<file path="src/rtl/cpu6_trap_ctrl.sv">
// cpu6_trap_ctrl: interrupt/trap and mret sequencer between EX, the IRQ lines and the CSR file.
// Latency: IRQ rise -> sync (1) -> PEND (1) -> TRAP (1+stall); mret -> MRET next cycle.
// Backpressure: a busy or empty EX holds the pending trap in PEND until a clean boundary.
module cpu6_trap_ctrl #(
  parameter int XLEN = 32
) (
  input  logic            clk,
  input  logic            reset,
  input  logic            tmr_irq,
  input  logic            ext_irq,
  input  logic            csr_mtie_r,
  input  logic            csr_meie_r,
  input  logic            csr_mstatus_mie_r,
  input  logic [XLEN-1:0] csr_mtvec,
  input  logic [XLEN-1:0] csr_mepc,
  input  logic            ex_valid,
  input  logic            ex_busy,
  input  logic [XLEN-1:0] ex_pc,
  input  logic            ex_mret,
  output logic            tmr_irq_r,
  output logic            ext_irq_r,
  output logic            excp_mepc_ena,
  output logic [XLEN-1:0] excp_mepc,
  output logic            mret_ena,
  output logic            flush,
  output logic            redirect_ena,
  output logic [XLEN-1:0] redirect_pc
);

  typedef enum logic [1:0] {
    IDLE = 2'd0,
    PEND = 2'd1,
    TRAP = 2'd2,
    MRET = 2'd3
  } state_t;

  state_t          state;
  logic            tmr_s;
  logic            ext_s;
  logic [XLEN-1:0] mepc_q;
  logic            cause_ext_q;

  logic take;
  logic ext_sel;
  logic bnd;

  assign ext_sel = ext_s & csr_meie_r;
  assign take    = csr_mstatus_mie_r & ((tmr_s & csr_mtie_r) | ext_sel);
  assign bnd     = ex_valid & ~ex_busy;

  // Single-stage capture of the raw interrupt levels.
  always_ff @(posedge clk or posedge reset) begin
    if (reset) begin
      tmr_s <= 1'b0;
      ext_s <= 1'b0;
    end else begin
      tmr_s <= tmr_irq;
      ext_s <= ext_irq;
    end
  end

  // Trap/mret sequencer; mret wins in IDLE, a pending trap wins over mret in PEND.
  always_ff @(posedge clk or posedge reset) begin
    if (reset) begin
      state       <= IDLE;
      mepc_q      <= '0;
      cause_ext_q <= 1'b0;
    end else begin
      case (state)
        IDLE: begin
          if (bnd && ex_mret) state <= MRET;
          else if (take)      state <= PEND;
        end
        PEND: begin
          if (!take) begin
            state <= IDLE;
          end else if (bnd) begin
            state       <= TRAP;
            mepc_q      <= ex_pc;
            cause_ext_q <= ext_sel;
          end
        end
        TRAP:    state <= IDLE;
        MRET:    state <= IDLE;
        default: state <= IDLE;
      endcase
    end
  end

  // Moore output decode; async reset of the state drops any pulse at once.
  always_comb begin
    tmr_irq_r     = 1'b0;
    ext_irq_r     = 1'b0;
    excp_mepc_ena = 1'b0;
    excp_mepc     = mepc_q;
    mret_ena      = 1'b0;
    flush         = 1'b0;
    redirect_ena  = 1'b0;
    redirect_pc   = '0;
    case (state)
      TRAP: begin
        excp_mepc_ena = 1'b1;
        ext_irq_r     = cause_ext_q;
        tmr_irq_r     = ~cause_ext_q;
        flush         = 1'b1;
        redirect_ena  = 1'b1;
        redirect_pc   = csr_mtvec;
      end
      MRET: begin
        mret_ena     = 1'b1;
        flush        = 1'b1;
        redirect_ena = 1'b1;
        redirect_pc  = csr_mepc;
      end
      default: ;
    endcase
  end

endmodule

</file>
<file path="config.mk">
export PLATFORM = sky130hd
export DESIGN_NAME = cpu6_trap_ctrl
export DESIGN_NICKNAME = d
export VERILOG_FILES = /design/src/rtl/cpu6_trap_ctrl.sv
export SDC_FILE = /design/constraint.sdc
export NUM_CORES = 1
export LEC_CHECK = 0
export CELL_PAD_IN_SITES_DETAIL_PLACEMENT = 1
export CELL_PAD_IN_SITES_GLOBAL_PLACEMENT = 1
export CORE_UTILIZATION = 21
export CTS_CLUSTER_SIZE = 30
export DETAILED_ROUTE_END_ITERATION = 10
export HOLD_SLACK_MARGIN = 0.08
export PLACE_DENSITY = 0.84
export SYNTH_ARGS = -nofsm -noshare
export SYNTH_HDL_FRONTEND = slang
export SYNTH_SLANG_ARGS = --single-unit
</file>
<file path="constraint.sdc">
create_clock -name clk -period 1.5 [get_ports clk]
set_input_delay 0.45 -clock clk [delete_from_list [all_inputs] [get_ports clk]]
set_output_delay 0.45 -clock clk [all_outputs]
set_load 0.05 [all_outputs]
</file>
### Word-level counts from Yosys, hierarchy flattened

Index checks and enable logic that the tools add are counted.

| word-level totals | value |
|---|---|
| logic and storage cells | 33 |
| input bits | 106 |
| register bits after elaboration | 37 |
| output and inout bits | 70 |

| cells by class | value |
|---|---|
| mux-type cells | 11 |
| reductions and logical operators | 5 |
| bitwise logic cells | 7 |
| eq/ne operators | 5 |

Operators with widths:

| operator | count |
|---|---|
| $pmux W32 S2 | 1 |
| $mux W2 | 4 |
| $ne A3 B3 Y1 const B | 2 |
| $pmux W2 S3 | 1 |
| $mux W1 | 5 |
| $and A1 B1 Y1 | 4 |
| $eq A2 B2 Y1 const B | 2 |
| $reduce_and A3 Y1 | 1 |
| $eq A2 B1 Y1 const B | 1 |
| $logic_not A2 Y1 | 1 |
| $not A1 Y1 | 2 |
| $reduce_and A2 Y1 | 1 |
| $reduce_or A2 Y1 | 1 |
| $logic_and A1 B1 Y1 | 1 |
| $or A1 B1 Y1 | 1 |

### Longest topological paths before layout

| logic depth | value |
|---|---|
| depth in word-level cells | 6 |
| depth in mapped cells | 4 |
| mapped depth without buffers | 3 |

### Worst setup path before layout

No wires, ideal clock.

| path | value |
|---|---|
| path kind | flip-flop to output port |
| start | reg state[1] |
| end | out ext_irq_r |
| buffers on the path | 1 |
| setup slack | -812 ps |
| data arrival time | 1862 ps |
| stages on the path, launching flop included | 4 |
| data required time | 1050 ps |
| path through | dfrtp_1 -> clkbuf_1 -> nor2b_1 -> and2_1 |

| between the ends | value |
|---|---|
| longest elaborated chain between the ends | 2 |

Ends and longest elaborated chain:

| item | RTL line | source |
|---|---|---|
| start: declaration | 37 | `state_t state;` |
| start signal: assignment | 65 | `state <= IDLE;` |
| start signal: assignment | 71 | `if (bnd && ex_mret) state <= MRET;` |
| start signal: assignment | 72 | `else if (take) state <= PEND;` |
| $eq A2 B2 Y1 | 100 | `case (state)` |
| $mux W1 | 100 |  |
| end: declaration | 21 | `output logic ext_irq_r,` |

No other way between the ends.

### Worst setup path in the final report

| path | value |
|---|---|
| start | reg state[0] |
| end | out redirect_pc[4] |

| between the ends | value |
|---|---|
| longest elaborated chain between the ends | 2 |
| elaborated cells on any way between the ends | 3 |
| those cells by class | eq/ne: 2; mux: 1 |

Ends and longest elaborated chain:

| item | RTL line | source |
|---|---|---|
| $eq A2 B2 Y1 | 100 |  |
| $pmux W32 S2 * | 100 |  |
| end: declaration | 27 | `output logic [XLEN-1:0] redirect_pc` |

Mark *: on every way between the ends. The rest lies on a longest branch, timed or not.

==> results.py <==
metrics = {
    "outcome": {
        "outcome": "finished with violations",
        "violations": "negative setup slack",
    },
    "placed_design": {
        "hpwl_um": 6691,
        "dpl_cell_area_mm2": 0.005084,
        "io_buffer_count": 175,
        "gp_congestion": 0.6588,
        "placed_cells": 473,
        "place_ws_ps": -465.4,
    },
    "route": {
        "detail_route.iter0.violations": 40,
        "dr.pass1.iters": 2,
        "antenna_left": 0,
        "drc_errors": 0,
        "vias_per_cell": 4.241,
        "routed_wl_um": 8880,
        "wire_per_inst_um": 17.98,
        "dr_total_vias": 2095,
    },
    "final_layout": {
        "fin_util_pct": 57.81,
        "final_common_cell": "clkdlybuf4s50_1",
        "final_area_mm2": 0.005650,
        "final_nets": 465,
        "synthToLayoutAreaGrowth_pct": 167.2,
        "drive_gt1_share_pct": 56.94,
        "fin_cells": 494,
        "final_cell_mix": "clkdlybuf4s50_1 (104), buf_12 (79), dfrtp_1 (35)",
    },
    "yosys": {
        "synth_warnings": 0,
        "synthDistinctLibCells": 19,
        "synth_top_family_by_area": "multiplexers",
        "synth_compound_area_share_pct": 1.420,
        "netlist_area_mm2": 0.002115,
        "synth-seq-cells": 37,
        "synth_area_per_cell_um2": 12.97,
        "yosys-top-cells-area": "dfrtp_1 (44%), mux2_4 (21%), mux2i_1 (16%)",
        "synth_simple_gate_area_share_pct": 12.84,
        "synth_mux_area_share_pct": 37.81,
        "ys_seq_area_share_pct": 43.79,
        "yosysTopAreaCellShare_pct": 43.79,
        "syn_nets": 269,
        "yosys.area_share.adder_pct": 0,
        "synthXorXnorAreaFrac_pct": 0,
        "yosys.area.top_type": "dfrtp_1",
        "syn_inst": 163,
    },
    "global_route": {
        "antenna_found_initial": 0,
        "grt_max_degree": 24,
        "grt_pass1_wl_um": 12470,
        "grt_overflow": 0,
        "grt_pass1_vias": 2312,
        "grt_usage_pct": 15.89,
    },
    "critical_path": {
        "regToRegSetupSlack_ps": -250,
        "worstSetupPathType": "flop to primary output",
        "crit_path_start_kind": "flop",
        "worstRegToRegCells": 7,
        "cp-end-kind": "primary output",
        "critPathMaxFanout": 19,
        "r2r-start": "state[0]$_DFFE_PP0P_",
        "arrival_ps": 1500,
        "cp_data_required_time_ps": 1050,
        "reg2reg_to": "excp_mepc[28]$_DFFE_PP0P_",
    },
    "power_and_ir_drop": {
        "powerDensity_mw_per_mm2": 946.0,
        "leakagePower_nw": 2.363,
        "ir_drop_v": 0.0008392,
    },
    "floorplan": {
        "initial_utilization_pct": 21.63,
        "die_area_mm2": 0.01047,
        "core_mm2": 0.009774,
        "die_w_um": 102.3,
        "std_cell_rows": 36,
        "io_pins": 176,
        "die_y_um": 102.3,
    },
    "sta": {
        "fmax_mhz": 513.9,
        "fin_ws_ps": -445.8,
        "fin_hold_ws_ps": 435.7,
        "max_slew.worst_pin.slew_ps": 332.7,
        "fin_skew_ps": 8.426,
        "finalSetupViolCount": 71,
        "period_share_pct": 129.7,
        "min_period_ps": 1946,
        "hold_viol_final": 0,
        "rsz0062_at_grt": "yes",
        "max-slew-margin-rel_pct": 77.80,
        "finalMaxSlewViolations": 0,
    },
    "cts": {
        "cts_max_level": 2,
        "clkTransAtPathRegs_ps": 80,
        "clk_path_buf_depth": 2,
        "cts_root_buf": "clkbuf_8",
        "clk_latency_ps": 290,
        "cts_tree": "done",
        "cts_buffers": 5,
        "cts_sinks": 37,
        "hold_buffers": 0,
    },
    "min_path": {
        "hold_class": "primary input to asynchronous set/reset pin",
    },
    "flow_run": {
        "max_cap_viol_count": 0,
    },
}
-- layout make-up --
| cell class | instances | area, um2 |
|---|---|---|
| sequential | 37 | 928.4 |
| clock buffer | 6 | 72.57 |
| tap | 133 | 166.4 |
| clock inverter | 2 | 38.79 |
| antenna | 1 | 2.502 |
| inverter | 2 | 7.507 |
| multi-input combinational | 111 | 1548 |
| timing repair buffer | 202 | 2887 |
| fill | 918 | 4124 |
-- worst max path at each step --
stage / endpoint / startpoint / slack (ps) / cells after the start
2_1_floorplan: ext_irq_r / state[0]$_DFFE_PP0P_ / -80 / 3
3_3_place_gp: excp_mepc[24]$_DFFE_PP0P_ / ex_busy / -460 / 5
3_5_place_dp: excp_mepc[24]$_DFFE_PP0P_ / ex_busy / -470 / 5
4_1_cts: redirect_pc[9] / state[0]$_DFFE_PP0P_ / -430 / 4
5_1_grt: redirect_pc[4] / state[0]$_DFFE_PP0P_ / -510 / 5
6_report: redirect_pc[4] / state[0]$_DFFE_PP0P_ / -450 / 5
-- logic make-up after synthesis --
group | after synthesis
multiplexers | 65
AND/OR/NAND/NOR | 42
flip-flops | 37
buffers and inverters | 15
AO/OA/AOI/OAI | 4
-- sequential cells by signal, summed over array words and instances, names as in the netlist --
register,count
tmr_s,1
ext_s,1
state,2
excp_mepc,32
cause_ext_q,1
-- cell usage after synthesis, drive strengths merged --
master  instances
dfrtp          37
nor2b          35
mux2i          33
mux2           32
buf             8
clkbuf          5
and2            3
inv             2
a211oi          1
a22o            1
a22oi           1
a31oi           1
and4bb          1
nand2           1
nand3           1
nor3b           1
-- routing by layer --
layer	vias to the layer above	global-route usage [%]	routed length, um
met3	7	5.198	836
met4	0	3.846	63
met5	-	0	0
li1	950	-	-
met2	117	30.72	4903
met1	1021	16.39	3075
-- worst max-delay path: stages (launching register included) --
cell and delay (ps):
dfrtp_2 420, buf_12 230, mux2i_1 230, buf_4 150
nor2b_4 40, buf_12 140
-- metrics by stage --
step                total power, mW  setup TNS [ps]
CTS                           5.307          -22590
detailed placement            4.339          -23930
global route                  5.549          -25520
finish                        5.345          -21870
global placement              4.273          -22880
floorplan                     2.776           -1637
-- report_power, final --
part,total [mW],switching (mW),internal [mW]
Sequential,1.48,0.266,1.22
Clock,0.852,0.353,0.499
Combinational,3.01,1.34,1.67
Total,5.35,1.96,3.39
-- what timing repair did --
action                                 CTS  global route
endpoints found under the hold margin    0             0
pin swaps                                1             1
gates cloned                             5             1
buffers inserted                         4             3
setup endpoints to repair               70            71
gates resized for setup                 31            29
(Power assumes the default switching activity.)
